$ cat src/rtl/ram_loader_pkg.sv
// rtl/ram_loader_pkg.sv - shared load-stream definitions: magic byte and FSM state encodings
package ram_loader_pkg;

  // First byte of every load stream
  localparam logic [7:0] MAGIC_BYTE = 8'hA5;

  typedef enum logic [2:0] {
    ST_IDLE  = 3'd0,
    ST_ADDR0 = 3'd1,
    ST_ADDR1 = 3'd2,
    ST_CNT0  = 3'd3,
    ST_CNT1  = 3'd4,
    ST_DATA  = 3'd5,
    ST_WRITE = 3'd6,
    ST_DONE  = 3'd7
  } state_e;

endpackage

$ cat src/rtl/ram_loader.sv
// rtl/ram_loader.sv - byte-stream loader: magic, start address, word count, then little-endian words to RAM
import ram_loader_pkg::*;

module ram_loader #(
  parameter int ADDR_WIDTH = 16,
  parameter int DATA_WIDTH = 32
) (
  input  logic                  clk,
  input  logic                  reset,
  input  logic [7:0]            in_byte,
  input  logic                  in_valid,
  output logic                  in_ready,
  output logic [ADDR_WIDTH-1:0] ram_address,
  output logic [DATA_WIDTH-1:0] ram_data,
  output logic                  ram_write,
  output logic                  busy,
  output logic                  done,
  output logic                  error
);

  state_e                state_q, state_d;
  logic [ADDR_WIDTH-1:0] addr_q, addr_d;
  logic [15:0]           count_q, count_d;
  logic [1:0]            byte_cnt_q, byte_cnt_d;
  logic [DATA_WIDTH-1:0] data_q, data_d;
  logic                  error_q, error_d;
  logic [15:0]           count_full;

  // Full 16-bit count as it will be once the high byte lands in CNT1
  assign count_full = {in_byte, count_q[7:0]};

  // Next-state, datapath updates and per-state outputs
  always_comb begin
    state_d    = state_q;
    addr_d     = addr_q;
    count_d    = count_q;
    byte_cnt_d = byte_cnt_q;
    data_d     = data_q;
    error_d    = 1'b0;
    in_ready   = 1'b0;
    ram_write  = 1'b0;
    done       = 1'b0;

    case (state_q)
      ST_IDLE: begin
        in_ready = 1'b1;
        if (in_valid) begin
          if (in_byte == MAGIC_BYTE) begin
            state_d    = ST_ADDR0;
            byte_cnt_d = 2'd0;
          end else begin
            error_d = 1'b1;
          end
        end
      end

      ST_ADDR0: begin
        in_ready = 1'b1;
        if (in_valid) begin
          addr_d[7:0] = in_byte;
          state_d     = ST_ADDR1;
        end
      end

      ST_ADDR1: begin
        in_ready = 1'b1;
        if (in_valid) begin
          addr_d  = ADDR_WIDTH'({in_byte, addr_q[7:0]});
          state_d = ST_CNT0;
        end
      end

      ST_CNT0: begin
        in_ready = 1'b1;
        if (in_valid) begin
          count_d[7:0] = in_byte;
          state_d      = ST_CNT1;
        end
      end

      ST_CNT1: begin
        in_ready = 1'b1;
        if (in_valid) begin
          count_d    = count_full;
          byte_cnt_d = 2'd0;
          state_d    = (count_full == 16'd0) ? ST_DONE : ST_DATA;
        end
      end

      ST_DATA: begin
        in_ready = 1'b1;
        if (in_valid) begin
          data_d[{byte_cnt_q, 3'b000} +: 8] = in_byte;
          byte_cnt_d                        = byte_cnt_q + 2'd1;
          if (byte_cnt_q == 2'd3) begin
            state_d = ST_WRITE;
          end
        end
      end

      ST_WRITE: begin
        // A reset landing on this cycle must not let the RAM commit the word
        ram_write = ~reset;
        addr_d    = addr_q + ADDR_WIDTH'(1);
        count_d   = count_q - 16'd1;
        state_d   = (count_q == 16'd1) ? ST_DONE : ST_DATA;
      end

      ST_DONE: begin
        done    = 1'b1;
        state_d = ST_IDLE;
      end

      default: begin
        state_d = ST_IDLE;
      end
    endcase
  end

  // State and datapath registers, cleared by synchronous reset
  always_ff @(posedge clk) begin
    if (reset) begin
      state_q    <= ST_IDLE;
      addr_q     <= '0;
      count_q    <= '0;
      byte_cnt_q <= '0;
      data_q     <= '0;
      error_q    <= 1'b0;
    end else begin
      state_q    <= state_d;
      addr_q     <= addr_d;
      count_q    <= count_d;
      byte_cnt_q <= byte_cnt_d;
      data_q     <= data_d;
      error_q    <= error_d;
    end
  end

  assign ram_address = addr_q;
  assign ram_data    = data_q;
  assign busy        = (state_q != ST_IDLE);
  assign error       = error_q;

endmodule

$ cat config.mk
export PLATFORM = sky130hd
export DESIGN_NAME = ram_loader
export DESIGN_NICKNAME = d
export VERILOG_FILES = /design/src/rtl/ram_loader_pkg.sv /design/src/rtl/ram_loader.sv
export SDC_FILE = /design/constraint.sdc
export NUM_CORES = 1
export LEC_CHECK = 0
export ABC_AREA = 1
export BUFFER_PORTS_ARGS = -buffer_cell sky130_fd_sc_hd__clkbuf_2
export CORE_ASPECT_RATIO = 0.75
export CORE_MARGIN = 5
export CORE_UTILIZATION = 30
export DETAILED_ROUTE_END_ITERATION = 8
export PLACE_DENSITY_LB_ADDON = 0.1
export SLEW_MARGIN = 25
export SYNTH_ARGS = -nofsm -noshare
export SYNTH_HDL_FRONTEND = slang
export SYNTH_SLANG_ARGS = --single-unit
$ cat constraint.sdc
create_clock -name clk -period 2.65 [get_ports clk]
set_clock_uncertainty 0.15 [all_clocks]
set_input_delay 0.53 -clock clk [delete_from_list [all_inputs] [get_ports clk]]
set_output_delay 0.53 -clock clk [all_outputs]
set_load 0.01 [all_outputs]
==> results.sh, run 1 <==
export IMPL_clk_latency_ns=0.35
export IMPL_grt_first_pass_wirelength_um=20600
export IMPL_final_period_utilization_pct=92.0
export IMPL_clock_sinks=70
export IMPL_antenna_found_initial=0
export IMPL_syn2layout_area_growth_pct=19.1
export IMPL_finalMaxSlewViolations=0
export IMPL_slowest_delay_ns=0.56
export IMPL_drt_iter0_drcs=271
export IMPL_hold_path_startpoint="ram_data[28]"
export IMPL_path_cells="inv_2 -> nand3_2 -> inv_2 -> nor2_1 -> clkbuf_2"
export IMPL_post_synth_mux_area_share_pct=0
export IMPL_peakVddDrop_uv=295
export IMPL_fillers=1426
export IMPL_final_antenna_net_count=0
export IMPL_per_cell_via_count_in_the_routed_design=4.90
export IMPL_async_reset_ff_share_pct=0
export IMPL_buffer_ports_inserted=63
export IMPL_num_antenna_cells=0
export IMPL_fmaxAchievable_mhz=410
export IMPL_power_leakage_nw=2.10
export IMPL_cpMostUsedCell="sky130_fd_sc_hd__inv_2"
export IMPL_report_final_hold_viol_count=0
export IMPL_synth_simple_area_share_pct=36.2
export IMPL_synthesis_instances=609
export IMPL_synth_edf_count=0
export IMPL_worst_endpoint_arrival_ns=1.76
export IMPL_drt_total_wl_um=12800
export IMPL_finalSetupViolCount=0
export IMPL_die_width_um=143
export IMPL_worstSetupStartpointType="register"
export IMPL_worst_path_dominant_cell_family="flip-flops"
export IMPL_ys_types=36
export IMPL_power_density_cell_area_mw_per_mm2=535
export IMPL_synth_xor_area_share_pct=1.31
export IMPL_cts_repair_timing_setup_buffer_count=0
export IMPL_vias=4148
export IMPL_worstRegToRegCells=6
export IMPL_routabilityCongestion=0.858
export IMPL_status="complete, no violations"
export IMPL_clk_root_buffer_cell="sky130_fd_sc_hd__clkbuf_16"
export IMPL_design_core_area_mm2=0.0131
export IMPL_hold_path_endpoint="ram_data[28]"
export IMPL_instances_no_fill=846
export IMPL_cts_tree="done"
export IMPL_synth_ff_latch_count=70
export IMPL_first_global_vias=3868
export IMPL_grt_start_max_net_pins=38
export IMPL_dr_pass1_iters=6
export IMPL_r2r_slack_ns=0.52
export IMPL_timing_critical_path_from="state_q[0]"
export IMPL_yosysSeqAreaShare_pct=35.0
export IMPL_critical_path_n_buffers_inverters=3
export IMPL_post_synth_cell_area_avg_um2=6.58
export IMPL_placed_cells=830
export IMPL_critical_path_reg2reg_startpoint="byte_cnt_q[0]"
export IMPL_globalRouteOverflowTotal=0
export IMPL_max_slew_margin_rel_pct=64.0
export IMPL_die_y_um=110
export IMPL_share_of_the_core_filled_with_cells_in_the_final_layout_pct=36.6
export IMPL_cts_htree_levels=3
export IMPL_rr_endpoint="ram_data[6]"
export IMPL_layout_nets=689
export IMPL_layout_drive_gt1_share_pct=17.6
export IMPL_die_area_mm2=0.0158
export IMPL_min_path_type="reg -> reg"
export IMPL_dr_drc_count=0
export IMPL_max_slew_worst_pin_slew_ns=0.539
export IMPL_grt_usage_pct=16.9
export IMPL_ctsHoldBuffers=0
export IMPL_synth_adder_area_share_pct=2.50
export IMPL_placementRows=36
export IMPL_initial_utilization_pct=30.7
export IMPL_worstHoldPathCells=2
export IMPL_clk_pin_slew_worst_paths_ns=0.06
export IMPL_maxCapViolCount=0
export IMPL_detailed_place_hpwl_um=9570
export IMPL_end_kind="output port"
export IMPL_post_synth_instance_area_mm2=0.00401
export IMPL_cts_made_buffers=9
export IMPL_rsz_0062_raised_after_global_routing="false"
export IMPL_time_the_final_worst_path_needs_with_i_o_delays_and_setup_ns=2.44
export IMPL_max_clock_path_buffers=2
export IMPL_cells_resized_by_post_cts_repair=0
export IMPL_timing_setup_critical_path_class="reg -> out"
export IMPL_synth_top_family_by_area="simple AND/OR/NAND/NOR gates"
export IMPL_ys_dominant_reg_cell="sky130_fd_sc_hd__dfxtp_1"
export IMPL_yosys_warnings=0
export IMPL_worst_hold_slack_ns=0.312
export IMPL_setup_tns_ns=0
export IMPL_wl_per_cell_um=15.2
export IMPL_critical_path_slowest_cell="sky130_fd_sc_hd__dfxtp_1"
export IMPL_crit_required_ns=1.97
export IMPL_synth_compound_area_share_pct=16.4
export IMPL_synth_fp_nets=628
export IMPL_io_pins=64
export IMPL_crit_fanout=11
-- placed cells by master, fill, tap and decap left out, types with 2 or more instances in the layout --
cell type | netlist | routed
sky130_fd_sc_hd__a21oi_1 | 53 | 53
sky130_fd_sc_hd__a21oi_2 | 8 | 8
sky130_fd_sc_hd__a31oi_1 | 4 | 4
sky130_fd_sc_hd__buf_4 | 5 | 9
sky130_fd_sc_hd__clkbuf_16 | 0 | 9
sky130_fd_sc_hd__clkbuf_2 | 0 | 63
sky130_fd_sc_hd__dfxtp_1 | 70 | 70
sky130_fd_sc_hd__ha_1 | 8 | 8
sky130_fd_sc_hd__inv_1 | 52 | 52
sky130_fd_sc_hd__inv_2 | 6 | 6
sky130_fd_sc_hd__inv_6 | 0 | 2
sky130_fd_sc_hd__inv_8 | 0 | 4
sky130_fd_sc_hd__nand2_1 | 160 | 160
sky130_fd_sc_hd__nand2_2 | 3 | 3
sky130_fd_sc_hd__nand3_1 | 44 | 44
sky130_fd_sc_hd__nand3_2 | 5 | 5
sky130_fd_sc_hd__nand3b_1 | 4 | 4
sky130_fd_sc_hd__nand4_1 | 20 | 20
sky130_fd_sc_hd__nor2_1 | 78 | 78
sky130_fd_sc_hd__nor2_4 | 2 | 2
sky130_fd_sc_hd__nor3_1 | 9 | 9
sky130_fd_sc_hd__nor3_2 | 2 | 2
sky130_fd_sc_hd__o21ai_0 | 21 | 21
sky130_fd_sc_hd__o21ai_1 | 15 | 15
sky130_fd_sc_hd__o22ai_1 | 8 | 8
sky130_fd_sc_hd__xor2_1 | 5 | 5
-- how the worst max path moves through the flow --
stage	to	slack, ns	cells past startpoint
floorplan	ram_data[0]	0.54	6
global placement	in_ready	0.55	5
detailed placement	ram_data[8]	0.55	6
CTS	in_ready	0.20	5
global route	in_ready	0.08	5
finish	in_ready	0.21	5
-- report_power, final --
group	leakage (nW)	switching, W	internal [W]	total [W]
Combinational	1.38	0.000163	0.0000681	0.000231
Clock	0.148	0.000562	0.000669	0.00123
Sequential	0.564	0.0000273	0.00107	0.00109
Total	2.10	0.000752	0.00180	0.00256
-- area by class of cell --
class                           count  area [um^2]  area share (%)
Tap cell                          171          214            4.48
Clock inverter                      7         71.3            1.49
Clock buffer                        9          225            4.72
Multi-Input combinational cell    458         2260            47.3
Sequential cell                    70         1400            29.3
Inverter                           59          221            4.64
Timing Repair Buffer               72          383            8.02
-- per-layer routing --
metal | track usage [%] | share of wire [%] | vias to the layer above
li1 | - | - | 2132
met1 | 25.3 | 53 | 1894
met2 | 24.1 | 40 | 109
met3 | 3.67 | 5.2 | 13
met4 | 4.70 | 1.3 | 0
met5 | 0 | 0 | -
-- logic make-up (layout without fill, tap and decap cells) --
family,count (synthesis),count (layout)
flip-flops,70,70
buffers and inverters,81,147
XOR/XNOR,6,6
AO/OA/AOI/OAI,115,115
adder cells (fa/ha/maj),8,8
AND/OR/NAND/NOR,329,329
-- worst register-to-register path: stages, from the launching register on --
cell and delay, ns:
sky130_fd_sc_hd__dfxtp_1 0.60, sky130_fd_sc_hd__inv_1 0.20, sky130_fd_sc_hd__ha_1 0.38, sky130_fd_sc_hd__nor3_1 0.21
sky130_fd_sc_hd__buf_4 0.19, sky130_fd_sc_hd__nand4_1 0.15, sky130_fd_sc_hd__a21oi_1 0.19
-- sequential cells by signal (all words and copies together), names as in the netlist --
name         cells
ram_data        32
count_q         16
ram_address     16
state_q          3
byte_cnt_q       2
error            1
-- synth_stat cells, types with 6 or more instances --
cell type / number / share of area, %
sky130_fd_sc_hd__nand2_1: 160 / 15
sky130_fd_sc_hd__dfxtp_1: 70 / 35
sky130_fd_sc_hd__nand4_1: 20 / 3.1
sky130_fd_sc_hd__inv_1: 52 / 4.9
sky130_fd_sc_hd__nor3_1: 9 / 1.1
sky130_fd_sc_hd__o22ai_1: 8 / 1.2
sky130_fd_sc_hd__a21oi_1: 53 / 6.6
sky130_fd_sc_hd__a21oi_2: 8 / 1.7
sky130_fd_sc_hd__nor2_1: 78 / 7.3
sky130_fd_sc_hd__clkbuf_1: 11 / 1.0
sky130_fd_sc_hd__ha_1: 8 / 2.5
sky130_fd_sc_hd__inv_2: 6 / 0.56
sky130_fd_sc_hd__o21ai_0: 21 / 2.6
sky130_fd_sc_hd__nand3_1: 44 / 5.5
sky130_fd_sc_hd__o21ai_1: 15 / 1.9
-- metrics by stage --
step                power (W)  cell area (um^2)  setup slack [ns]
finish                0.00256              4780             0.212
global route          0.00267              4780            0.0787
CTS                   0.00260              4780             0.203
detailed placement    0.00135              4480             0.545
global placement      0.00135              4480             0.554
floorplan             0.00126              4010             0.538
(Power assumes the default switching activity.)
==> inputs of run 2 (changes only) <==
--- a/config.mk
+++ b/config.mk
@@ -12,6 +12,7 @@
 export CORE_UTILIZATION = 30
 export DETAILED_ROUTE_END_ITERATION = 8
 export PLACE_DENSITY_LB_ADDON = 0.1
+export SETUP_SLACK_MARGIN = 0.05
 export SLEW_MARGIN = 25
 export SYNTH_ARGS = -nofsm -noshare
 export SYNTH_HDL_FRONTEND = slang
==> constraint.sdc (replaced) <==
create_clock -name clk -period 3 [get_ports clk]
set_clock_uncertainty 0.15 [all_clocks]
set_input_delay 0.6 -clock clk [delete_from_list [all_inputs] [get_ports clk]]
set_output_delay 0.6 -clock clk [all_outputs]
set_load 0.01 [all_outputs]
==> results.sh, run 2 (synthesis results as in run 1) <==
export IMPL_time_the_final_worst_path_needs_with_i_o_delays_and_setup_ns=2.43
export IMPL_num_antenna_cells=0
export IMPL_syn2layout_area_growth_pct=18.9
export IMPL_most_frequent_standard_cell_in_the_layout_excluding_fill_and_tap_cells="sky130_fd_sc_hd__nand2_1"
export IMPL_initial_utilization_pct=30.7
export IMPL_drt_total_wl_um=12900
export IMPL_clk_root_buffer_cell="sky130_fd_sc_hd__clkbuf_16"
export IMPL_postLayoutCellArea_mm2=0.00476
export IMPL_clk_latency_ns=0.35
export IMPL_routabilityCongestion=0.846
export IMPL_max_slew_margin_rel_pct=53.2
export IMPL_timing_setup_critical_path_class="reg -> out"
export IMPL_status="complete, no violations"
export IMPL_max_clock_path_buffers=2
export IMPL_end_kind="output port"
export IMPL_first_global_vias=3796
export IMPL_finalSetupViolCount=0
export IMPL_placed_cells=828
export IMPL_cts_tree="done"
export IMPL_placementRows=36
export IMPL_per_cell_via_count_in_the_routed_design=4.87
export IMPL_clock_power_share_pct=48.1
export IMPL_grt_first_pass_wirelength_um=20400
export IMPL_instances_no_fill=844
export IMPL_die_width_um=143
export IMPL_report_final_hold_viol_count=0
export IMPL_grt_start_max_net_pins=33
export IMPL_cells_resized_by_post_cts_repair=0
export IMPL_detailed_place_area_mm2=0.00446
export IMPL_clk_pin_slew_worst_paths_ns=0.06
export IMPL_grt_usage_pct=16.7
export IMPL_ctsHoldBuffers=0
export IMPL_final_period_utilization_pct=81.1
export IMPL_final_antenna_net_count=0
export IMPL_wl_per_cell_um=15.3
export IMPL_globalRouteOverflowTotal=0
export IMPL_critical_path_slowest_cell="sky130_fd_sc_hd__dfxtp_1"
export IMPL_crit_fanout=20
export IMPL_power_internal_w=0.00165
export IMPL_path_cells="inv_2 -> nand3_2 -> buf_4 -> nor2_8 -> clkbuf_2"
export IMPL_min_path_type="reg -> reg"
export IMPL_worstSetupStartpointType="register"
export IMPL_cts_htree_levels=3
export IMPL_rsz_0062_raised_after_global_routing="false"
export IMPL_worst_endpoint_arrival_ns=1.68
export IMPL_cts_repair_timing_setup_buffer_count=0
export IMPL_dr_pass1_iters=5
export IMPL_clock_sinks=70
export IMPL_peakVddDrop_uv=275
export IMPL_dr_drc_count=0
export IMPL_vias=4113
export IMPL_power_density_cell_area_mw_per_mm2=475
export IMPL_fmaxAchievable_mhz=411
export IMPL_drt_iter0_drcs=358
export IMPL_crit_required_ns=2.25
export IMPL_max_slew_worst_pin_slew_ns=0.699
export IMPL_maxCapViolCount=0
export IMPL_finalMaxSlewViolations=0
export IMPL_setup_tns_ns=0
export IMPL_slowest_delay_ns=0.57
export IMPL_part_of_the_power_in_combinational_logic_pct=9.1
export IMPL_pwr_share_seq_pct=42.7
export IMPL_layout_nets=687
export IMPL_layout_common_cells="sky130_fd_sc_hd__nand2_1 (160), sky130_fd_sc_hd__nor2_1 (78), sky130_fd_sc_hd__dfxtp_1 (70)"
export IMPL_buffer_ports_inserted=63
export IMPL_die_area_mm2=0.0158
export IMPL_die_y_um=110
export IMPL_cts_made_buffers=9
export IMPL_design_core_area_mm2=0.0131
export IMPL_switching_share_pct=27.1
export IMPL_io_pins=64
export IMPL_detailed_place_hpwl_um=9580
export IMPL_power_leakage_nw=2.08
export IMPL_layout_drive_gt1_share_pct=17.4
export IMPL_antenna_found_initial=0
export IMPL_largest_reg_flops=32
export IMPL_power_net_switching_w=0.000614
==> run 2: changes by cell type in the layout (fill, tap and decap cells not counted) <==
cell                         delta
sky130_fd_sc_hd__inv_8          -4
sky130_fd_sc_hd__buf_4          -2
sky130_fd_sc_hd__clkinv_4       +1
sky130_fd_sc_hd__clkinvlp_4     +3
sky130_fd_sc_hd__bufinv_16      +1
sky130_fd_sc_hd__inv_6          -2
sky130_fd_sc_hd__clkinv_2       +1
==> run 2: worst max-delay path, delay by kind of cell (launching register included) <==
kind	cells	cell delay [ns]
simple gates	2	0.19
buf+inv	3	0.59
flops	1	0.57
==> run 2: through the flow <==
stage	utilization, %	worst slack [ns]	power (W)	hold WS (ns)
2_1_floorplan	-	0.888	0.00111	0.324
3_3_place_gp	34.2	0.859	0.00119	0.300
3_5_place_dp	34.2	0.757	0.00119	0.306
4_1_cts	36.5	0.556	0.00229	0.316
5_1_grt	36.5	0.485	0.00235	0.330
6_report	36.5	0.567	0.00226	0.312
==> run 2: area by class of cell <==
cell class	count	area, um^2
Inverter	59	221
Multi-Input combinational cell	458	2260
Clock inverter	7	75.1
Timing Repair Buffer	70	368
Fill cell	1437	8300
Tap cell	171	214
Sequential cell	70	1400
Clock buffer	9	225
==> run 2: power groups by stage <==
stage | Clock (W) | Sequential, W | Combinational (W)
final | 0.00109 | 0.000967 | 0.000206
after global routing | 0.00115 | 0.000969 | 0.000230
after CTS | 0.00112 | 0.000967 | 0.000205
after detailed placement | 0 | 0.000988 | 0.000204
after global placement | 0 | 0.000988 | 0.000204
after floorplan | 0 | 0.000980 | 0.000130
==> run 2: per-layer routing <==
layer	GRT usage (%)	up-vias	share of wire [%]
met2	24.0	114	41
met3	4.23	9	6.3
met4	4.23	0	0.65
met1	24.7	1867	52
li1	-	2123	-
met5	0	-	0
==> run 2: final timing paths <==
kind                       end           from  slack, ns  depth (start not counted)
setup / recovery     ram_write     state_q[0]       0.57                          5
hold reg to reg   ram_data[22]   ram_data[22]       0.31                          2
setup reg to reg  ram_data[27]  byte_cnt_q[0]       0.87                          7
hold / removal    ram_data[22]   ram_data[22]       0.31                          2
==> inputs of run 3 (changes only) <==
==> constraint.sdc (replaced) <==
create_clock -name clk -period 2.35 [get_ports clk]
set_clock_uncertainty 0.15 [all_clocks]
set_input_delay 0.47 -clock clk [delete_from_list [all_inputs] [get_ports clk]]
set_output_delay 0.47 -clock clk [all_outputs]
set_load 0.01 [all_outputs]
==> results.sh, run 3 (synthesis results as in run 1) <==
export IMPL_status="complete, no violations"
export IMPL_slowest_delay_ns=0.56
export IMPL_min_path_type="reg -> reg"
export IMPL_max_slew_margin_rel_pct=66.6
export IMPL_timing_setup_critical_path_class="reg -> out"
export IMPL_globalRouteOverflowTotal=0
export IMPL_cts_repair_timing_setup_buffer_count=0
export IMPL_crit_required_ns=1.73
export IMPL_cts_tree="done"
export IMPL_final_antenna_net_count=0
export IMPL_per_cell_via_count_in_the_routed_design=4.95
export IMPL_vias=4191
export IMPL_grt_start_max_net_pins=36
export IMPL_cells_resized_by_post_cts_repair=0
export IMPL_cts_htree_levels=3
export IMPL_most_frequent_standard_cell_in_the_layout_excluding_fill_and_tap_cells="sky130_fd_sc_hd__nand2_1"
export IMPL_num_antenna_cells=0
export IMPL_max_clock_path_buffers=2
export IMPL_rsz_0062_raised_after_global_routing="false"
export IMPL_wl_per_cell_um=15.4
export IMPL_time_the_final_worst_path_needs_with_i_o_delays_and_setup_ns=2.17
export IMPL_clk_root_buffer_cell="sky130_fd_sc_hd__clkbuf_16"
export IMPL_routabilityCongestion=0.829
export IMPL_setup_tns_ns=0
export IMPL_largest_reg_flops=32
export IMPL_peakVddDrop_uv=340
export IMPL_path_cells="inv_2 -> nand3_2 -> inv_2 -> nor2_1 -> clkbuf_2"
export IMPL_end_kind="output port"
export IMPL_instances_no_fill=847
export IMPL_placementRows=36
export IMPL_grt_usage_pct=16.8
export IMPL_report_final_hold_viol_count=0
export IMPL_dr_drc_count=0
export IMPL_layout_nets=690
export IMPL_detailed_place_hpwl_um=9710
export IMPL_totalPowerFinal_w=0.00285
export IMPL_syn2layout_area_growth_pct=19.2
export IMPL_critical_path_slowest_cell="sky130_fd_sc_hd__dfxtp_1"
export IMPL_io_pins=64
export IMPL_layout_drive_gt1_share_pct=17.6
export IMPL_max_slew_worst_pin_slew_ns=0.501
export IMPL_buffer_ports_inserted=63
export IMPL_power_density_cell_area_mw_per_mm2=597
export IMPL_clk_pin_slew_worst_paths_ns=0.06
export IMPL_die_y_um=110
export IMPL_fmaxAchievable_mhz=460
export IMPL_cpMostUsedCell="sky130_fd_sc_hd__inv_2"
export IMPL_drt_total_wl_um=13000
export IMPL_initial_utilization_pct=30.7
export IMPL_grt_first_pass_wirelength_um=20800
export IMPL_final_period_utilization_pct=92.5
export IMPL_dr_pass1_iters=5
export IMPL_cts_made_buffers=9
export IMPL_die_width_um=143
export IMPL_worstSetupStartpointType="register"
export IMPL_antenna_found_initial=0
export IMPL_die_area_mm2=0.0158
export IMPL_clk_latency_ns=0.33
export IMPL_finalMaxSlewViolations=0
export IMPL_ctsHoldBuffers=0
export IMPL_layout_common_cells="sky130_fd_sc_hd__nand2_1 (160), sky130_fd_sc_hd__nor2_1 (78), sky130_fd_sc_hd__dfxtp_1 (70)"
export IMPL_maxCapViolCount=0
export IMPL_power_leakage_nw=2.09
export IMPL_placed_cells=831
export IMPL_clock_sinks=70
export IMPL_design_core_area_mm2=0.0131
export IMPL_drt_iter0_drcs=320
export IMPL_finalSetupViolCount=0
export IMPL_worst_endpoint_arrival_ns=1.55
export IMPL_crit_fanout=9
export IMPL_first_global_vias=3829
## run 3: layout make-up
cell class,instances,area [um^2]
Multi-Input combinational cell,458,2260
Clock inverter,6,62.6
Fill cell,1422,8280
Tap cell,171,214
Clock buffer,10,229
Inverter,59,221
Timing Repair Buffer,73,390
Sequential cell,70,1400
## run 3: worst paths after layout
check	startpoint	cells past startpoint	end	slack, ns
max	state_q[0]	5	in_ready	0.18
max reg2reg	state_q[0]	7	ram_address[8]	0.40
min	ram_data[27]	2	ram_data[27]	0.31
min reg2reg	ram_data[27]	2	ram_data[27]	0.31
## run 3: power by group
| part | switching, W | internal, W |
|---|---|---|
| Clock | 0.000534 | 0.000818 |
| Combinational | 0.000189 | 0.0000789 |
| Sequential | 0.0000263 | 0.00120 |
| Total | 0.000749 | 0.00210 |
## run 3: through the flow
stage | cell area (um^2) | setup WS (ns) | util [%] | hold WS, ns
5_1_grt | 4780 | 0.0642 | 36.6 | 0.337
4_1_cts | 4780 | 0.151 | 36.6 | 0.314
3_5_place_dp | 4490 | 0.400 | 34.3 | 0.305
3_3_place_gp | 4490 | 0.460 | 34.3 | 0.303
6_report | 4780 | 0.176 | 36.6 | 0.310
2_1_floorplan | 4010 | 0.238 | - | 0.324
## run 3: worst max-delay path: cells and delay by family (launching register included)
family                 cells  cell delay, ns
flip-flops                 1            0.56
AND/OR/NAND/NOR            2            0.29
buffers and inverters      3            0.38
## run 3: routing by layer
metal	GRT usage (%)	share of wire [%]	routed length (um)
met5	0	0	0
met4	4.23	1.1	138
met3	3.49	5.2	680
met2	23.1	40	5200
met1	26.3	54	6980
